===== config.mk =====
export PLATFORM = sky130hd
export DESIGN_NAME = mem_arbiter
export DESIGN_NICKNAME = d
export VERILOG_FILES = /design/src/rtl/mem_arbiter_pkg.sv /design/src/rtl/mem_arb_pick.sv /design/src/rtl/mem_arbiter.sv
export SDC_FILE = /design/constraint.sdc
export NUM_CORES = 1
export LEC_CHECK = 0
export BUFFER_PORTS_ARGS = -buffer_cell sky130_fd_sc_hd__buf_2
export CORE_UTILIZATION = 39
export CTS_BUF_LIST = sky130_fd_sc_hd__clkbuf_16
export DETAILED_ROUTE_END_ITERATION = 7
export HOLD_SLACK_MARGIN = 0.03
export PLACE_DENSITY = 0.79
export REMOVE_ABC_BUFFERS = 1
export SYNTH_ARGS = -nofsm -noshare
export SYNTH_HDL_FRONTEND = slang
export SYNTH_SLANG_ARGS = --single-unit

===== constraint.sdc =====
create_clock -name clk_in -period 1.6 [get_ports clk_in]
set_input_delay 0.32 -clock clk_in [delete_from_list [all_inputs] [get_ports clk_in]]
set_output_delay 0.32 -clock clk_in [all_outputs]
set_load 0.05 [all_outputs]

===== src/rtl/mem_arbiter_pkg.sv =====
// mem_arbiter_pkg: shared encodings for the memory arbiter (work types, FSM states, task owner).
package mem_arbiter_pkg;

   // Low two bits of a work type select the access width; bit 2 requests sign extension.
   localparam logic [1:0] WT_BYTE = 2'b00;
   localparam logic [1:0] WT_HALF = 2'b01;
   localparam logic [1:0] WT_WORD = 2'b10;

   // Instruction fetches are always unsigned full-word reads.
   localparam logic [2:0] FETCH_TYPE = {1'b0, WT_WORD};

   typedef enum logic [1:0] {
      ST_IDLE,
      ST_ISSUE,
      ST_WAIT
   } state_e;

   typedef enum logic [1:0] {
      OWN_NONE,
      OWN_INST,
      OWN_DATA
   } owner_e;

endpackage


===== src/rtl/mem_arb_pick.sv =====
// mem_arb_pick: winner select between fetch and load/store, with a saturating starvation counter.
//  clk_in, rst_in, rdy_in : clock, sync active-high reset, global pause (low = hold)
//  idle_i                 : arbiter FSM is in IDLE
//  allow_i                : a grant may be issued this cycle
//  inst_req_i, data_req_i : requests
//  inst_grant_o, data_grant_o : combinational, mutually exclusive grants
module mem_arb_pick
   import mem_arbiter_pkg::*;
#(
   parameter int STARVE_LIMIT = 4,
   parameter int CNT_WIDTH    = 3
) (
   input  logic clk_in,
   input  logic rst_in,
   input  logic rdy_in,
   input  logic idle_i,
   input  logic allow_i,
   input  logic inst_req_i,
   input  logic data_req_i,
   output logic inst_grant_o,
   output logic data_grant_o
);

   localparam logic [CNT_WIDTH-1:0] LIMIT = CNT_WIDTH'(STARVE_LIMIT);

   logic [CNT_WIDTH-1:0] cnt_q, cnt_d;
   logic                 inst_win;

   // Data wins by default; a fetch that has lost LIMIT times in a row takes priority.
   always_comb begin
      inst_win     = inst_req_i && (!data_req_i || cnt_q >= LIMIT);
      inst_grant_o = allow_i && inst_win;
      data_grant_o = allow_i && data_req_i && !inst_win;
      cnt_d        = cnt_q;
      if (rdy_in) begin
         if (inst_grant_o || (idle_i && !inst_req_i))
            cnt_d = '0;
         else if (data_grant_o && inst_req_i && !(&cnt_q))
            cnt_d = cnt_q + CNT_WIDTH'(1);
      end
   end

   always_ff @(posedge clk_in) begin
      if (rst_in) cnt_q <= '0;
      else        cnt_q <= cnt_d;
   end

endmodule


===== src/rtl/mem_arbiter.sv =====
// mem_arbiter: serialises instruction-fetch and load/store tasks onto one shared MemCtrl.
//  clk_in, rst_in, rdy_in, rob_clear : clock, sync reset, pause, pipeline flush
//  inst_*  : fetch request/grant/done/data
//  data_*  : load/store request/grant/done/read data
//  mc_*    : task strobe and latched fields to MemCtrl; busy/done/rdata back from it
module mem_arbiter
   import mem_arbiter_pkg::*;
#(
   parameter int ADDR_WIDTH   = 32,
   parameter int STARVE_LIMIT = 4,
   parameter int CNT_WIDTH    = 3
) (
   input  logic                  clk_in,
   input  logic                  rst_in,
   input  logic                  rdy_in,
   input  logic                  rob_clear,
   input  logic                  inst_req,
   input  logic [ADDR_WIDTH-1:0] inst_addr,
   output logic                  inst_grant,
   output logic                  inst_done,
   output logic [31:0]           inst_data,
   input  logic                  data_req,
   input  logic                  data_is_write,
   input  logic [ADDR_WIDTH-1:0] data_addr,
   input  logic [31:0]           data_wdata,
   input  logic [2:0]            data_type,
   output logic                  data_grant,
   output logic                  data_done,
   output logic [31:0]           data_rdata,
   output logic                  mc_start,
   output logic                  mc_is_write,
   output logic [ADDR_WIDTH-1:0] mc_addr,
   output logic [31:0]           mc_wdata,
   output logic [2:0]            mc_type,
   input  logic                  mc_busy,
   input  logic                  mc_done,
   input  logic [31:0]           mc_rdata
);

   state_e                state_q, state_d;
   owner_e                owner_q, owner_d;
   logic                  cancel_q, cancel_d;
   logic                  is_write_q, is_write_d;
   logic [ADDR_WIDTH-1:0] addr_q, addr_d;
   logic [31:0]           wdata_q, wdata_d;
   logic [2:0]            type_q, type_d;
   logic                  inst_done_q, inst_done_d;
   logic                  data_done_q, data_done_d;
   logic [31:0]           inst_data_q, inst_data_d;
   logic [31:0]           data_rdata_q, data_rdata_d;
   logic                  allow, is_store, drop;

   assign allow    = state_q == ST_IDLE && rdy_in && !rob_clear && !mc_busy;
   assign is_store = owner_q == OWN_DATA && is_write_q;
   // Stores must always retire; everything else is discarded once a flush has been seen.
   assign drop     = !is_store && (cancel_q || rob_clear);

   mem_arb_pick #(
      .STARVE_LIMIT(STARVE_LIMIT),
      .CNT_WIDTH   (CNT_WIDTH)
   ) u_pick (
      .clk_in      (clk_in),
      .rst_in      (rst_in),
      .rdy_in      (rdy_in),
      .idle_i      (state_q == ST_IDLE),
      .allow_i     (allow),
      .inst_req_i  (inst_req),
      .data_req_i  (data_req),
      .inst_grant_o(inst_grant),
      .data_grant_o(data_grant)
   );

   // With rdy_in low every register, strobes included, keeps its value.
   always_comb begin
      state_d      = state_q;
      owner_d      = owner_q;
      cancel_d     = cancel_q;
      is_write_d   = is_write_q;
      addr_d       = addr_q;
      wdata_d      = wdata_q;
      type_d       = type_q;
      inst_done_d  = inst_done_q;
      data_done_d  = data_done_q;
      inst_data_d  = inst_data_q;
      data_rdata_d = data_rdata_q;
      if (rdy_in) begin
         inst_done_d = 1'b0;
         data_done_d = 1'b0;
         case (state_q)
            ST_IDLE: begin
               if (inst_grant || data_grant) begin
                  state_d    = ST_ISSUE;
                  owner_d    = inst_grant ? OWN_INST : OWN_DATA;
                  is_write_d = data_grant && data_is_write;
                  addr_d     = inst_grant ? inst_addr : data_addr;
                  wdata_d    = data_grant ? data_wdata : wdata_q;
                  type_d     = inst_grant ? FETCH_TYPE : data_type;
               end
            end
            ST_ISSUE: begin
               state_d  = ST_WAIT;
               cancel_d = cancel_q || (rob_clear && !is_store);
            end
            ST_WAIT: begin
               cancel_d = cancel_q || (rob_clear && !is_store);
               if (mc_done) begin
                  state_d     = ST_IDLE;
                  owner_d     = OWN_NONE;
                  cancel_d    = 1'b0;
                  inst_done_d = owner_q == OWN_INST && !drop;
                  data_done_d = owner_q == OWN_DATA && !drop;
                  inst_data_d = inst_done_d ? mc_rdata : inst_data_q;
                  data_rdata_d = (data_done_d && !is_write_q) ? mc_rdata : data_rdata_q;
               end
            end
            default: state_d = ST_IDLE;
         endcase
      end
   end

   always_ff @(posedge clk_in) begin
      if (rst_in) begin
         state_q      <= ST_IDLE;
         owner_q      <= OWN_NONE;
         cancel_q     <= 1'b0;
         is_write_q   <= 1'b0;
         addr_q       <= '0;
         wdata_q      <= '0;
         type_q       <= '0;
         inst_done_q  <= 1'b0;
         data_done_q  <= 1'b0;
         inst_data_q  <= '0;
         data_rdata_q <= '0;
      end else begin
         state_q      <= state_d;
         owner_q      <= owner_d;
         cancel_q     <= cancel_d;
         is_write_q   <= is_write_d;
         addr_q       <= addr_d;
         wdata_q      <= wdata_d;
         type_q       <= type_d;
         inst_done_q  <= inst_done_d;
         data_done_q  <= data_done_d;
         inst_data_q  <= inst_data_d;
         data_rdata_q <= data_rdata_d;
      end
   end

   // The strobe is simply "in ISSUE", so a pause stretches it without re-pulsing.
   assign mc_start    = state_q == ST_ISSUE;
   assign mc_is_write = is_write_q;
   assign mc_addr     = addr_q;
   assign mc_wdata    = wdata_q;
   assign mc_type     = type_q;
   assign inst_done   = inst_done_q;
   assign inst_data   = inst_data_q;
   assign data_done   = data_done_q;
   assign data_rdata  = data_rdata_q;

endmodule


==> flow_summary.toml, run 1 <==
[placed_design]
place_inst = 1089
io_buffers = 276
dp_worst_setup_slack_ns = -0.08886
hpwlAfterDp_mm = 10.85
place_congestion = 0.7977

[synthesis]
synth-main-ff-cell = "dfxtp_1"
ys_types = 42
synth-async-reset-ratio = 0
netlist_area_sq_um = 5532
synth_cells = 653
yosys_register_bits = 142
syn_avg_cell_area_sq_um = 8.471
ys_warn_count = 0
ys_seq_area_frac = 0.5139
synth_edf_count = 0

[sta]
setup_slack_ns = -0.2315
worst_clock_skew_ns = 0.008445
whs_ns = 0.1375
rsz0062_at_grt = "true"
max_freq_ghz = 0.5460
finalSetupViolCount = 37
min_period_ns = 1.832
finalHoldViolCount = 0
maxSlewHeadroom = 0.7552
worstMarginPinSlew_ns = 0.3672
finalCritPeriodShare = 1.145
drv_slew = 0

[clock_network]
cts_root_buf = "clkbuf_16"
cts.sinks = 142
htreeDepth = 4
cts_tree = "built"
cts.path.max_buffers = 2
cts_made_buffers = 17
clkSlewWorstSetupHoldPaths_ns = 0.06
postCtsHoldBufs = 0
clk_latency_ns = 0.42

[critical_path]
start_kind = "flip-flop"
cp_data_arrival_time_ns = 1.51
r2r_setup_slack_ns = -0.16
crit_type = "flip-flop to primary output"
reg2reg_to = "mc_addr[26]$_SDFFE_PP0P_"
crit_fanout = 4
crit_required_ns = 1.28
endpoint_kind = "primary output"
reg2reg_from = "state_q[0]$_SDFFE_PP0P_"
reg2regPathDepth = 9

[power_and_ir_drop]
irDropWorstVdd_uv = 646.0
power.leakage_nw = 3.929
total_power_w = 0.008662
cellPowerDensity_nw_per_um2 = 1028

[detailed_routing]
wirelength_mm = 17.23
vias = 5715
route.detailed.drc = 0
drt_iter0_markers = 326
drt-vias-per-instance = 4.987
first_pass_iters = 5
antenna_left = 0
detail_route.wl_per_cell_microns = 15.03

[floorplan]
rows = 43
fp.dieW_microns = 121.1
coreArea_sq_um = 13880
start_util = 0.3985
die_h_microns = 121.1
ioPinCount = 277
dieArea_sq_um = 14660

[job]
cap_violations = 0

[final_layout]
layout.cells.non_filler = 1146
syn_to_final_growth_pct = 52.32
post-route-util = 0.6070
num-nets-final = 1098
drive_gt1_frac = 0.4041

[grt]
grt_pass1_vias = 5176
antenna_found_initial = 1
overflow = 0
grt_use_total = 0.2196
grt_max_degree = 63
grt_pass1_wl_mm = 24.94

[run_status]
status = "finished, violations left"
violations = "setup timing"

[worst_hold_path]
min_to = "mc_wdata[17]$_SDFFE_PP0P_"
worstHoldStart = "data_wdata[17]"
hold_class = "input pin to flip-flop"
holdPathStages = 3
==> worst max-delay path, stage by stage, from the launching register on <==
cell      delay (ns)
dfxtp_2         0.32
inv_2           0.07
ha_4            0.13
and4bb_4        0.28
nand2_4         0.07
clkinv_4        0.08
buf_8           0.14
==> Yosys cell counts, types with 2 or more instances <==
cell / number / area (sq um)
nand2_1: 197 / 739.5
dfxtp_1: 142 / 2843
a21oi_1: 103 / 515.5
nor2_1: 40 / 150.1
mux2i_1: 34 / 340.3
a211oi_1: 30 / 225.2
clkbuf_1: 29 / 108.9
nand2b_1: 10 / 62.56
buf_4: 8 / 60.06
buf_2: 7 / 35.03
ha_1: 6 / 75.07
inv_1: 5 / 18.77
nand4_1: 4 / 25.02
a22oi_1: 3 / 22.52
nor2b_1: 3 / 18.77
o21ai_0: 3 / 15.01
a211oi_2: 2 / 25.02
and4_1: 2 / 17.52
buf_12: 2 / 40.04
==> power by group <==
group	internal [W]	switching (W)	leakage, nW
registers	0.00360	0.0000313	1.15
clock network	0.00261	0.00154	0.311
logic	0.000344	0.000536	2.47
==> metal layers <==
metal	track usage	share of wire	vias up
met2	0.3875	0.50	270
met3	0.05498	0.074	29
li1	-	-	2796
met5	0	0	-
met1	0.2479	0.41	2620
met4	0.09877	0.022	0
==> registers in the layout, summed over array words and instances (netlist names) <==
signal	flops
cancel_q	1
data_rdata	32
mc_is_write	1
data_done	1
mc_wdata	32
inst_data	32
owner_q	2
inst_done	1
mc_type	3
mc_addr	32
state_q	2
u_pick.cnt_q	3
==> kinds of logic (layout without fill, tap and decap cells) <==
group,Yosys count,after routing,share of synthesized area
simple gates,266,266,0.1984
compound gates,150,150,0.1590
flops,142,142,0.5139
buf+inv,55,367,0.05361
mux,34,34,0.06153
fa+ha+maj,6,6,0.01357
other cells,0,1,0
==> worst max-delay path by stage <==
stage	depth (start not counted)	slack, ns	startpoint	end
6_report	6	-0.23	state_q[0]$_SDFFE_PP0P_	data_grant
5_1_grt	6	-0.29	state_q[0]$_SDFFE_PP0P_	data_grant
4_1_cts	6	-0.26	state_q[1]$_SDFFE_PP0P_	data_grant
3_5_place_dp	8	-0.09	state_q[1]$_SDFFE_PP0P_	mc_addr[1]$_SDFFE_PP0P_
3_3_place_gp	7	-0.001	state_q[0]$_SDFFE_PP0P_	mc_addr[4]$_SDFFE_PP0P_
2_1_floorplan	6	-1.68	state_q[0]$_SDFFE_PP0P_	mc_addr[4]$_SDFFE_PP0P_
==> stage by stage <==
stage          cell area [sq um]  setup TNS (ns)
2_1_floorplan               5258         -113.93
3_3_place_gp                7207       -0.001188
3_5_place_dp                7207          -1.563
4_1_cts                     8268          -5.482
5_1_grt                     8426          -10.21
6_report                    8426          -4.514
==> layout make-up <==
| type | count | area [sq um] |
|---|---|---|
| clock inverter | 15 | 195.2 |
| fill | 1207 | 5455 |
| inverter | 6 | 30.03 |
| sequential | 142 | 2845 |
| clock buffer | 17 | 425.4 |
| tap | 180 | 225.2 |
| antenna | 1 | 2.502 |
| timing repair buffer | 329 | 2188 |
| multi-input combinational | 456 | 2514 |
==> layout by cell type, fill, tap and decap left out, drive strengths merged, types with 2 or more instances in the layout <==
master / synthesis / layout
nor2b: 3 / 3
clkbuf: 29 / 20
nand4: 4 / 4
a21oi: 103 / 103
nor2: 40 / 40
and4: 2 / 2
mux2i: 34 / 34
dfxtp: 142 / 142
nand2: 198 / 198
ha: 6 / 6
inv: 5 / 10
a22oi: 3 / 3
bufinv: 0 / 4
o21ai: 3 / 3
nand2b: 10 / 10
clkinv: 1 / 7
nand3: 2 / 2
a211oi: 32 / 32
buf: 20 / 324
bufbuf: 0 / 2
==> repair_timing <==
item                       4_1_cts  5_1_grt
buffers inserted                12        2
pin swaps                       19       19
setup endpoints to repair       45       92
gates resized for setup         39       17
cloned                           8        4
Power figures use the tool's default switching activity.
==> inputs of run 2 (changes only) <==
--- a/config.mk
+++ b/config.mk
@@ -6,11 +6,11 @@
 export NUM_CORES = 1
 export LEC_CHECK = 0
 export BUFFER_PORTS_ARGS = -buffer_cell sky130_fd_sc_hd__buf_2
-export CORE_UTILIZATION = 39
+export CORE_UTILIZATION = 41
 export CTS_BUF_LIST = sky130_fd_sc_hd__clkbuf_16
 export DETAILED_ROUTE_END_ITERATION = 7
 export HOLD_SLACK_MARGIN = 0.03
-export PLACE_DENSITY = 0.79
+export PLACE_DENSITY = 0.82
 export REMOVE_ABC_BUFFERS = 1
 export SYNTH_ARGS = -nofsm -noshare
 export SYNTH_HDL_FRONTEND = slang
==> run 2 against run 1 <==
Net effect:
- the run still ends with setup timing left
- die area fell by 4.8%
- clock power fell by 10%
- highest routed layer unchanged
- clock skew rose by 0.0011 ns
- final area rose by 8.0%
- critical path depth rose by 5
- worst setup slack got worse by 0.11 ns
- routed wire length rose by 28%
- core utilization rose by 8.3 points
- first-iteration DRC count rose by 73%
==> flow_summary.toml, run 2 (synthesis gave the netlist of run 1 again) <==
[sta]
maxSlewHeadroom = 0.6941
rsz0062_at_grt = "true"
finalSetupTns_ns = -11.99
min_period_ns = 1.946
drv_slew = 0
worstMarginPinSlew_ns = 0.4588
finalCritPeriodShare = 1.216
max_freq_ghz = 0.5139
worst_clock_skew_ns = 0.009558
finalSetupViolCount = 88
setup_slack_ns = -0.3459
finalHoldViolCount = 0

[grt]
overflow = 0
grt_pass1_vias = 5983
antenna_found_initial = 2
grt_pass1_wl_mm = 30.91
grt_use_total = 0.2881
grt_max_degree = 77

[detailed_routing]
drt-vias-per-instance = 5.394
route.detailed.drc = 0
first_pass_iters = 6
antenna_left = 0
drt_iter0_markers = 563
vias = 6214
detail_route.wl_per_cell_microns = 19.21
wirelength_mm = 22.13

[job]
cap_violations = 0

[floorplan]
rows = 42
dieArea_sq_um = 13960
coreArea_sq_um = 13190
ioPinCount = 277
start_util = 0.4194
die_h_microns = 118.2
fp.dieW_microns = 118.2

[critical_path]
crit_slowest_cell = "dfxtp_2"
crit_path_max_incr_delay_ns = 0.32
path_cells = "inv_2, buf_4, buf_6, ha_4, and2_4, buf_6, and4_4, buf_12, buf_16, nand2_1, a21oi_1"
endpoint_kind = "flip-flop"
path_buf_inv = 6
start_kind = "flip-flop"
critPathMostFrequentCell = "buf_6"
crit_fanout = 8
cp_data_arrival_time_ns = 2.27
crit_required_ns = 1.92
crit_family = "buffers and inverters"
crit_type = "flip-flop to flip-flop"

[final_layout]
most-common-layout-cells = "buf_2 (272), dfxtp_1 (140), nand2_1 (102)"
layout.cells.non_filler = 1152
syn_to_final_growth_pct = 64.44
num-nets-final = 1107
layout_commonest_cell = "buf_2"
drive_gt1_frac = 0.5421

[power_and_ir_drop]
p_int_w = 0.006068
total_power_w = 0.008269
p_comb_frac = 0.110
clockPowerShare = 0.451
seqPwrFrac = 0.439
switching_share = 0.2661
power.leakage_nw = 4.130
irDropWorstVdd_uv = 681.2
switchingPower_w = 0.002201
cellPowerDensity_nw_per_um2 = 909.1

[clock_network]
htreeDepth = 4
postCtsHoldBufs = 0
clk_latency_ns = 0.43
cts.path.max_buffers = 2
cts_root_buf = "clkbuf_16"
cts_tree = "built"
cts.sinks = 142
clkSlewWorstSetupHoldPaths_ns = 0.06
cts_made_buffers = 17

[placed_design]
hpwlAfterDp_mm = 11.33
io_buffers = 276
dp_worst_setup_slack_ns = -0.05504
place_congestion = 0.8161
place_inst = 1084

[worst_hold_path]
hold_class = "input pin to flip-flop"

[run_status]
violations = "setup timing"
status = "finished, violations left"
run 2: changes by cell type in the layout (fill, tap and decap cells not counted), moves of 4 or more:
cell and delta:
a21oi_2 +32, nand2_2 +58, buf_6 +7, buf_16 +5, buf_4 -5, a21oi_1 -33, nand2_1 -93, nand2_4 +35
buf_12 +4
run 2: layer usage:
layer  global-route usage  wire, microns
met5                    0              0
met4               0.1571           1326
met1               0.2945           7813
met3              0.08736           2155
met2               0.5224          10830
run 2: per-stage QoR:
step	util	hold WS, ns	area [sq um]
global placement	0.5443	0.4385	7179
finish	0.6896	0.1291	9096
CTS	0.6614	0.1162	8725
global route	0.6894	0.1198	9094
detailed placement	0.5443	0.4438	7179
floorplan	-	0.3846	5258
run 2: layout make-up:
type	count	area, sq um
Antenna cell	2	5.005
Sequential cell	142	2845
Clock buffer	17	425.4
Fill cell	938	4094
Clock inverter	15	125.1
Inverter	6	30.03
Multi-Input combinational cell	456	3083
Tap cell	176	220.2
Timing Repair Buffer	338	2362
run 2: final timing paths:
path | endpoint | cells past startpoint | from | slack [ns]
min | mc_wdata[5]$_SDFFE_PP0P_ | 3 | data_wdata[5] | 0.13
max | data_rdata[0]$_SDFFE_PP0P_ | 11 | state_q[0]$_SDFFE_PP0P_ | -0.35
min reg2reg | inst_data[29]$_SDFFE_PP0P_ | 2 | inst_data[29]$_SDFFE_PP0P_ | 0.45
max reg2reg | data_rdata[0]$_SDFFE_PP0P_ | 11 | state_q[0]$_SDFFE_PP0P_ | -0.35
run 2: power by group through the flow:
stage / logic [W] / registers [W] / clock network (W)
after floorplan: 0.000202 / 0.00392 / 0
after global placement: 0.000795 / 0.00371 / 0
after detailed placement: 0.000808 / 0.00371 / 0
after CTS: 0.000873 / 0.00363 / 0.00375
after global routing: 0.000962 / 0.00364 / 0.00397
final: 0.000907 / 0.00363 / 0.00373
run 2: timing repair:
item | in CTS | in global routing
pin swaps | 70 | 22
gates cloned | 14 | 1
setup endpoints to repair | 95 | 119
buffers inserted | 22 | 5
resized for setup | 127 | 119
run 2: tightest hold or removal path, stage by stage:
cell	delay [ns]
buf_2	0.09
nand2_1	0.04
a21oi_1	0.05
